### config.mk
export PLATFORM = sky130hd
export DESIGN_NAME = jump_issue_scheduler
export DESIGN_NICKNAME = d
export VERILOG_FILES = /design/src/rtl/jump_sched_pkg.sv /design/src/rtl/jump_addr_calc.sv /design/src/rtl/jump_issue_scheduler.sv
export SDC_FILE = /design/constraint.sdc
export NUM_CORES = 1
export LEC_CHECK = 0
export CAP_MARGIN = 15
export CORE_MARGIN = 4
export CORE_UTILIZATION = 44
export CTS_CLUSTER_SIZE = 24
export DETAILED_ROUTE_END_ITERATION = 8
export PLACE_DENSITY = 0.85
export SLEW_MARGIN = 10
export SYNTH_ARGS = -nofsm -noshare
export SYNTH_HDL_FRONTEND = slang
export SYNTH_SLANG_ARGS = --single-unit
### constraint.sdc
create_clock -name clock -period 14.5 [get_ports clock]
set_input_delay 2.9 -clock clock [delete_from_list [all_inputs] [get_ports clock]]
set_output_delay 2.9 -clock clock [all_outputs]
set_load 0.005 [all_outputs]
### src/rtl/jump_sched_pkg.sv
// Shared types for the jump issue scheduler: func bit positions, the S1 uop record and
// the ROB-index age comparison.
package jump_sched_pkg;

  localparam int unsigned FUNC_JALR_BIT  = 0;
  localparam int unsigned FUNC_AUIPC_BIT = 1;

  // Uop fields are sized for the widest configuration; narrower instances zero-extend.
  localparam int unsigned UOP_XLEN  = 64;
  localparam int unsigned UOP_ROB_W = 8;
  localparam int unsigned UOP_ID_W  = 2;

  typedef struct packed {
    logic [UOP_XLEN-1:0]  src;
    logic [UOP_XLEN-1:0]  pc;
    logic [19:0]          imm_min;
    logic [6:0]           func;
    logic                 is_rvc;
    logic                 rob_flag;
    logic [UOP_ROB_W-1:0] rob_value;
    logic [UOP_ID_W-1:0]  src_id;
  } jump_uop_t;

  // True when robIdx A is younger than robIdx B.
  function automatic logic is_after(input logic                 flag_a,
                                    input logic [UOP_ROB_W-1:0] val_a,
                                    input logic                 flag_b,
                                    input logic [UOP_ROB_W-1:0] val_b);
    return (flag_a ^ flag_b) ^ (val_a > val_b);
  endfunction

endpackage

### src/rtl/jump_addr_calc.sv
// Combinational jump/auipc address calculation on the S1 uop: offset, target, next pc
// and the writeback result.
module jump_addr_calc
  import jump_sched_pkg::*;
#(
  parameter int unsigned XLEN = 64
) (
  input  logic [XLEN-1:0] i_src,
  input  logic [XLEN-1:0] i_pc,
  input  logic [19:0]     i_imm,
  input  logic [6:0]      i_func,
  input  logic            i_is_rvc,
  output logic [XLEN-1:0] o_result,
  output logic [XLEN-1:0] o_target
);

  logic signed [31:0] w_off32;
  logic [XLEN-1:0]    w_offset;
  logic [XLEN-1:0]    w_target;
  logic [XLEN-1:0]    w_snpc;
  logic               w_unused;

  always_comb begin
    w_off32 = '0;
    if (i_func[FUNC_JALR_BIT]) begin
      w_off32 = {{20{i_imm[11]}}, i_imm[11:0]};
    end else if (i_func[FUNC_AUIPC_BIT]) begin
      w_off32 = {i_imm, 12'b0};
    end else begin
      w_off32 = {{11{i_imm[19]}}, i_imm, 1'b0};
    end
  end

  assign w_offset = XLEN'(w_off32);
  assign w_target = i_src + w_offset;
  assign w_snpc   = i_pc + (i_is_rvc ? XLEN'(2) : XLEN'(4));
  assign o_result = i_func[FUNC_AUIPC_BIT] ? w_target : w_snpc;
  assign o_target = {w_target[XLEN-1:1], 1'b0};

  assign w_unused = ^{i_func[6:2], w_target[0]};

endmodule

### src/rtl/jump_issue_scheduler.sv
// Round-robin shared jump/auipc unit: S1 holds the granted uop, S2 holds the computed
// answer behind valid/ready, and redirects kill younger uops in either stage.
module jump_issue_scheduler
  import jump_sched_pkg::*;
#(
  parameter int unsigned NUM_REQ = 2,
  parameter int unsigned XLEN    = 64,
  parameter int unsigned ROB_W   = 8
) (
  input  logic                       clock,
  input  logic                       reset,
  input  logic [NUM_REQ-1:0]         io_in_valid,
  output logic [NUM_REQ-1:0]         io_in_ready,
  input  logic [NUM_REQ*XLEN-1:0]    io_in_src,
  input  logic [NUM_REQ*XLEN-1:0]    io_in_pc,
  input  logic [NUM_REQ*20-1:0]      io_in_immMin,
  input  logic [NUM_REQ*7-1:0]       io_in_func,
  input  logic [NUM_REQ-1:0]         io_in_isRVC,
  input  logic [NUM_REQ-1:0]         io_in_robFlag,
  input  logic [NUM_REQ*ROB_W-1:0]   io_in_robValue,
  input  logic                       io_redirect_valid,
  input  logic                       io_redirect_robFlag,
  input  logic [ROB_W-1:0]           io_redirect_robValue,
  input  logic                       io_redirect_level,
  output logic                       io_out_valid,
  input  logic                       io_out_ready,
  output logic [XLEN-1:0]            io_out_result,
  output logic [XLEN-1:0]            io_out_target,
  output logic                       io_out_isAuipc,
  output logic                       io_out_robFlag,
  output logic [ROB_W-1:0]           io_out_robValue,
  output logic [$clog2(NUM_REQ)-1:0] io_out_srcId,
  output logic [15:0]                io_stallCnt
);

  localparam int unsigned ID_W = $clog2(NUM_REQ);

  logic [ID_W-1:0]  r_rr;
  logic             r_s1_valid;
  jump_uop_t        r_s1;
  logic             r_s2_valid;
  logic [XLEN-1:0]  r_s2_result;
  logic [XLEN-1:0]  r_s2_target;
  logic             r_s2_is_auipc;
  logic             r_s2_rob_flag;
  logic [ROB_W-1:0] r_s2_rob_value;
  logic [ID_W-1:0]  r_s2_src_id;
  logic [15:0]      r_stall_cnt;

  logic [ID_W-1:0]  w_idx;
  logic [ID_W-1:0]  w_gnt;
  logic             w_gnt_valid;
  logic [ID_W-1:0]  w_rr_next;
  logic             w_accept;
  logic             w_fire;
  logic             w_s1_adv;
  logic             w_kill_new;
  logic             w_kill_s1;
  logic             w_kill_s2;
  jump_uop_t        w_new;
  logic [XLEN-1:0]  w_calc_result;
  logic [XLEN-1:0]  w_calc_target;
  logic             w_unused_s1;

  function automatic logic f_killed(input logic                 redir_valid,
                                    input logic                 redir_level,
                                    input logic                 redir_flag,
                                    input logic [UOP_ROB_W-1:0] redir_val,
                                    input logic                 flag,
                                    input logic [UOP_ROB_W-1:0] val);
    return redir_valid & (is_after(flag, val, redir_flag, redir_val) |
                          (redir_level & (flag == redir_flag) & (val == redir_val)));
  endfunction

  // Scan rr, rr+1, ... and take the first valid port.
  always_comb begin
    w_gnt_valid = 1'b0;
    w_gnt       = '0;
    w_idx       = '0;
    for (int i = 0; i < NUM_REQ; i++) begin
      w_idx = ID_W'((32'(r_rr) + 32'(i)) % NUM_REQ);
      if (!w_gnt_valid && io_in_valid[w_idx]) begin
        w_gnt_valid = 1'b1;
        w_gnt       = w_idx;
      end
    end
  end

  assign w_rr_next = ID_W'((32'(w_gnt) + 32'd1) % NUM_REQ);
  assign w_fire    = r_s2_valid & io_out_ready;
  assign w_s1_adv  = r_s1_valid & (~r_s2_valid | io_out_ready);
  assign w_accept  = w_gnt_valid & (~r_s1_valid | w_s1_adv) & ~reset;

  always_comb begin
    io_in_ready = '0;
    w_new       = '0;
    for (int p = 0; p < NUM_REQ; p++) begin
      io_in_ready[p] = w_accept & (w_gnt == ID_W'(p));
      if (w_gnt == ID_W'(p)) begin
        w_new.src       = UOP_XLEN'(io_in_src[p*XLEN +: XLEN]);
        w_new.pc        = UOP_XLEN'(io_in_pc[p*XLEN +: XLEN]);
        w_new.imm_min   = io_in_immMin[p*20 +: 20];
        w_new.func      = io_in_func[p*7 +: 7];
        w_new.is_rvc    = io_in_isRVC[p];
        w_new.rob_flag  = io_in_robFlag[p];
        w_new.rob_value = UOP_ROB_W'(io_in_robValue[p*ROB_W +: ROB_W]);
        w_new.src_id    = UOP_ID_W'(p);
      end
    end
  end

  assign w_kill_new = f_killed(io_redirect_valid, io_redirect_level, io_redirect_robFlag,
                               UOP_ROB_W'(io_redirect_robValue), w_new.rob_flag,
                               w_new.rob_value);
  assign w_kill_s1  = f_killed(io_redirect_valid, io_redirect_level, io_redirect_robFlag,
                               UOP_ROB_W'(io_redirect_robValue), r_s1.rob_flag,
                               r_s1.rob_value);
  assign w_kill_s2  = f_killed(io_redirect_valid, io_redirect_level, io_redirect_robFlag,
                               UOP_ROB_W'(io_redirect_robValue), r_s2_rob_flag,
                               UOP_ROB_W'(r_s2_rob_value));

  jump_addr_calc #(
    .XLEN (XLEN)
  ) u_addr_calc (
    .i_src    (r_s1.src[XLEN-1:0]),
    .i_pc     (r_s1.pc[XLEN-1:0]),
    .i_imm    (r_s1.imm_min),
    .i_func   (r_s1.func),
    .i_is_rvc (r_s1.is_rvc),
    .o_result (w_calc_result),
    .o_target (w_calc_target)
  );

  always_ff @(posedge clock or posedge reset) begin
    if (reset) begin
      r_rr           <= '0;
      r_s1_valid     <= 1'b0;
      r_s1           <= '0;
      r_s2_valid     <= 1'b0;
      r_s2_result    <= '0;
      r_s2_target    <= '0;
      r_s2_is_auipc  <= 1'b0;
      r_s2_rob_flag  <= 1'b0;
      r_s2_rob_value <= '0;
      r_s2_src_id    <= '0;
      r_stall_cnt    <= '0;
    end else begin
      if (w_accept) begin
        r_rr       <= w_rr_next;
        r_s1_valid <= ~w_kill_new;
        r_s1       <= w_new;
      end else if (w_s1_adv || w_kill_s1) begin
        r_s1_valid <= 1'b0;
      end

      // A surviving S1 reloads S2 even in the cycle S2 fires.
      if (w_s1_adv && !w_kill_s1) begin
        r_s2_valid     <= 1'b1;
        r_s2_result    <= w_calc_result;
        r_s2_target    <= w_calc_target;
        r_s2_is_auipc  <= r_s1.func[FUNC_AUIPC_BIT];
        r_s2_rob_flag  <= r_s1.rob_flag;
        r_s2_rob_value <= r_s1.rob_value[ROB_W-1:0];
        r_s2_src_id    <= r_s1.src_id[ID_W-1:0];
      end else if (w_fire || w_kill_s2) begin
        r_s2_valid <= 1'b0;
      end

      if (r_s2_valid && !io_out_ready && (r_stall_cnt != 16'hFFFF)) begin
        r_stall_cnt <= r_stall_cnt + 16'd1;
      end
    end
  end

  assign w_unused_s1 = ^r_s1;

  assign io_out_valid    = r_s2_valid;
  assign io_out_result   = r_s2_result;
  assign io_out_target   = r_s2_target;
  assign io_out_isAuipc  = r_s2_is_auipc;
  assign io_out_robFlag  = r_s2_rob_flag;
  assign io_out_robValue = r_s2_rob_value;
  assign io_out_srcId    = r_s2_src_id;
  assign io_stallCnt     = r_stall_cnt;

endmodule
Word-level counts from Yosys, hierarchy flattened
Index checks and enable logic that the tools add are counted.
- add/sub/neg operators: 5
- $lt $le $gt $ge: 5
- reductions and logical operators: 11
- muxes and demuxes: 17
- bitwise gates (word level): 31
- eq/ne operators: 7
- operators with widths (kind ; count):
    $mux 167 ; 1
    $add 64x64->64 ; 2
    $mux 64 ; 1
    $mux 32 ; 1
    $mux 31 ; 1
    $eq 8x8->1 ; 3
    $gt 8x8->1 ; 3
    $add 16x1->16 const B ; 1
    $ne 16x16->1 const B ; 1
    $and 1x1->1 ; 15
    $mux 1 ; 12
    $xor 1x1->1 ; 6
    $not 1->1 ; 5
    $or 1x1->1 ; 5
    $logic_and 1x1->1 ; 4
    $lt 1x2->1 const B ; 2
    $reduce_bool 2->1 ; 2
    $eq 1x1->1 ; 3
    $logic_not 1->1 ; 3
    $mux 3 ; 1
    $add 1x1->1 const B ; 2
    $logic_or 1x1->1 ; 2
- output and inout bits: 158
- input port bits: 346
- word-level logic and storage cells: 94
- register bits after elaboration: 318

Longest topological paths before layout
- word-level depth: 14
- depth in mapped cells: 17
- depth with buffers taken out: 14

By module
A second synthesis with hierarchy kept.
- cells, all modules: 2130
- area total of the unflattened synthesis: 20465.9 um^2
- by module, submodules not included (module ; sequential area each (um^2) ; cells an instance ; area an instance (um^2) ; instances):
    jump_issue_scheduler ; 8107.8 ; 1184 ; 14286.2 ; 1
    jump_addr_calc ; 0.0 ; 946 ; 6179.7 ; 1

Worst setup path after synthesis
No wires, ideal clock.
- kind: input -> output
- start: input io_out_ready
- end: output io_in_ready[0]
- data required time: 11600 ps
- path slack: 7400 ps
- buffers on the path: 3
- data arrival time: 4200 ps
- stages on the path: 7
- path through: nor2b_1 -> a21oi_1 -> o21a_1 -> clkbuf_1 -> clkbuf_1 -> clkbuf_1 -> and2_1
- cells in the longest elaborated chain, start to end: 6
- RTL lines (what ; line ; text):
    start: declaration ; jump_issue_scheduler.sv:26 ; input logic io_out_ready,
    $or 1x1->1 ; jump_issue_scheduler.sv:91 ; assign w_s1_adv = r_s1_valid & (~r_s2_valid | io_out_ready);
    $and 1x1->1 ; jump_issue_scheduler.sv:91 ;
    $or 1x1->1 ; jump_issue_scheduler.sv:92 ; assign w_accept = w_gnt_valid & (~r_s1_valid | w_s1_adv) & ~reset;
    $and 1x1->1 (2 in a row) ; jump_issue_scheduler.sv:92 ;
    $and 1x1->1 ; jump_issue_scheduler.sv:98 ; io_in_ready[p] = w_accept & (w_gnt == ID_W'(p));
    end: declaration ; jump_issue_scheduler.sv:13 ; output logic [NUM_REQ-1:0] io_in_ready,
No other way between the ends.

Final worst setup path
- start: input io_out_ready
- end: output io_in_ready[1]
Same word-level chain as after synthesis.

==> results.json <==
{
  "placed_area_um2": 24600,
  "period_share_pct": 57.6,
  "hold_class": "register to register",
  "status": "finished clean",
  "routed_wirelength_mm": 69.0,
  "synth_edf_count": 0,
  "critPathSlowestCell": "clkdlybuf4s50_1",
  "die_width_um": 218,
  "cts_resized": 0,
  "startpoint_type": "primary input",
  "ys_ff_latch": 318,
  "finalSetupViolations": 0,
  "grt_max_degree": 122,
  "seq_area_frac_synth_pct": 41.2,
  "ys_types": 79,
  "core_um2": 43300,
  "maxSlewHeadroom_pct": 34.0,
  "worstHoldPathCells": 1,
  "drt_first_pass_iters": 5,
  "synthArstFlopShare_pct": 100,
  "cts_tree": "built",
  "hold_end": "io_out_result[20]",
  "min-delay-start": "io_out_result[20]",
  "ios": 504,
  "synth-simple-area-share_pct": 17.7,
  "place_hpwl_mm": 51.7,
  "p_leak_nw": 11.6,
  "start_util_pct": 44.6,
  "syn_area_um2": 19300,
  "reg2regPathDepth": 14,
  "cap_viol_max_count": 0,
  "slew_violations": 0,
  "synthCells": 2058,
  "via_count": 18000,
  "clk_latency_ps": 570,
  "drive_gt1_share_pct": 5.43,
  "synth_ff_type": "dfrtp_1",
  "tightest_slew_ps": 989,
  "fin_area_um2": 25900,
  "clock-sinks": 318,
  "worstPathCellList": "clkdlybuf4s50_1 > nor2b_1 > a21oi_1 > nor2b_4 > buf_4 > clkdlybuf4s50_1",
  "gp_congestion": 0.926,
  "rsz0062_at_grt": "false",
  "cp_common_cell": "clkdlybuf4s50_1",
  "final_nets": 2902,
  "syn_nets": 2496,
  "area_growth_syn_to_layout_pct": 33.9,
  "power.density_nw_per_um2": 176,
  "post_cts_buffers": 0,
  "cts.reportedPaths.clkPinSlew_ps": 50,
  "cts_hold_buf": 0,
  "yosys_warnings": 0,
  "max-vdd-ir-drop_uv": 97.5,
  "drtIter0Drc": 1317,
  "syn_avg_cell_area_um2": 9.38,
  "synthAdderAreaFrac_pct": 6.04,
  "slowest_delay_ps": 670,
  "cts-htree-levels": 2,
  "max_freq_mhz": 120,
  "synthMuxAreaShare_pct": 2.47,
  "vias_per_cell": 5.84,
  "reg2reg_to": "io_out_result[44]",
  "grt_pass1_vias": 18200,
  "drc_errors": 0,
  "end_kind": "output pin",
  "required_ps": 11600,
  "synth_top_family_by_area": "compound AO/OA/AOI/OAI gates",
  "synth_compound_area_share_pct": 22.5,
  "die_y_um": 218,
  "root_buffer": "clkbuf_16",
  "synth-xor-area-share_pct": 6.44,
  "rrSetupSlack_ps": 9420,
  "cts_buffer_depth": 3,
  "clock_skew_ps": 27.9,
  "final_antenna_net_count": 0,
  "overflow": 0,
  "num_rows": 76,
  "wl_per_cell_um": 22.4,
  "r2r_start": "r_s1[12]",
  "antenna_found_initial": 3,
  "crit_arrival_ps": 5450,
  "hold_violations": 0,
  "io_buffers": 492,
  "path_class": "primary input to output pin",
  "fillCellCount": 3640,
  "grt.total_usage_pct": 28.2,
  "dieArea_um2": 47300,
  "min_period_ps": 8350,
  "crit_fanout": 68,
  "cts_made_buffers": 38,
  "tns_ps": 0,
  "grt_pass1_wl_mm": 105
}
==> state kept, by name, indices dropped and copies added, names as in the netlist <==
| name | cells |
|---|---|
| io_out_target | 63 |
| io_out_srcId | 1 |
| io_out_result | 64 |
| r_s1_valid | 1 |
| io_out_isAuipc | 1 |
| io_out_robValue | 8 |
| r_rr | 1 |
| io_out_robFlag | 1 |
| io_out_valid | 1 |
| r_s1 | 161 |
| io_stallCnt | 16 |
==> cell usage after synthesis, drive strengths merged, types with 3 or more instances <==
cell type / count / area share (%)
dfrtp: 318 / 41
nand2: 212 / 4.1
and3: 161 / 5.2
a221o: 147 / 7.6
o21ai: 145 / 3.8
clkbuf: 123 / 2.4
nor2: 113 / 2.2
a21oi: 95 / 2.5
ha: 90 / 5.8
xnor2: 75 / 3.4
xor2: 67 / 3.0
a21o: 62 / 2.4
nand3: 59 / 1.6
a211oi: 43 / 1.7
inv: 43 / 0.84
nand4: 36 / 1.2
mux2: 30 / 1.7
nor3: 27 / 0.76
o21bai: 19 / 0.74
buf: 17 / 0.37
nor2b: 17 / 0.55
mux2i: 14 / 0.73
o21a: 14 / 0.54
a31oi: 13 / 0.50
nand2b: 12 / 0.39
a22o: 11 / 0.50
o211ai: 11 / 0.43
and4: 8 / 0.36
or3: 8 / 0.29
and2: 7 / 0.23
a211o: 6 / 0.27
o31ai: 6 / 0.23
or2: 6 / 0.19
nor4: 4 / 0.16
a31o: 3 / 0.14
==> report_power, final <==
part	switching [mW]	internal, mW	leakage (nW)
Clock	0.391	0.581	0.620
Sequential	0.268	1.17	3.92
Combinational	1.14	1.00	7.09
Total	1.80	2.75	11.6
==> cell families after synthesis <==
family / Yosys count
AOI/OAI and AO/OA: 599
and+or+nand+nor: 679
adders and majority gates: 92
muxes: 44
DFF: 318
xor gates and xnor gates: 142
buffers and inverters: 183
other: 1
==> through the flow <==
stage                     hold WS (ps)  setup WS, ps  total power [mW]  instances  utilization [%]
after floorplan                    446          2800              2.56       2058                -
after global placement             455          6250              3.53       3009             56.8
after detailed placement           466          6210              3.57       3009             56.8
after CTS                          478          6180              4.57       3073             59.8
after global routing               489          6060              4.83       3074             59.8
final                              474          6150              4.55       3074             59.8
==> routing by layer <==
| metal | global-route usage (%) | part of all wire [%] | vias up |
|---|---|---|---|
| met5 | 0 | 0.038 | - |
| li1 | - | - | 8437 |
| met3 | 6.30 | 6.2 | 146 |
| met4 | 10.5 | 4.1 | 4 |
| met2 | 49.2 | 50 | 633 |
| met1 | 34.1 | 39 | 8743 |
==> critical path, delay by kind of cell <==
family | cells | cell delay, ps
AND/OR/NAND/NOR | 2 | 300
AO/OA/AOI/OAI | 1 | 420
buffers and inverters | 3 | 1790
==> layout make-up <==
cell class	count	area (um^2)	share of cell area, %
repair buffers	506	5030	19.5
clock inverters	13	169	0.653
well taps	585	732	2.83
inverters	43	169	0.653
multi-input cells	1557	10700	41.4
diodes	1	2.50	0.00968
flip-flops and latches	318	7960	30.8
clock buffers	51	1090	4.21
==> worst max-delay path by stage <==
stage | startpoint | slack (ps) | depth (start not counted) | endpoint
after detailed placement | reset | 6210 | 5 | io_in_ready[1]
final | io_out_ready | 6150 | 6 | io_in_ready[1]
after CTS | io_out_ready | 6180 | 6 | io_in_ready[1]
after floorplan | reset | 2800 | 1 | io_out_isAuipc
after global placement | reset | 6250 | 5 | io_in_ready[1]
after global routing | io_out_ready | 6060 | 6 | io_in_ready[1]
==> cell usage in the layout (no fill, tap or decap), types with 12 or more instances in the layout <==
cell,count
a211oi_1,41
a21o_1,62
a21oi_1,94
a221o_1,147
a31oi_1,12
and3_1,160
buf_4,14
clkbuf_16,38
clkdlybuf4s50_1,492
dfrtp_1,317
ha_1,90
inv_1,41
mux2_2,30
mux2i_1,14
nand2_1,211
nand2b_1,12
nand3_1,58
nand4_1,36
nor2_1,113
nor2b_1,16
nor3_1,26
o21a_1,13
o21ai_0,139
o21bai_1,19
xnor2_1,75
xor2_1,67
No activity file was read; power rests on OpenSTA's default activity.
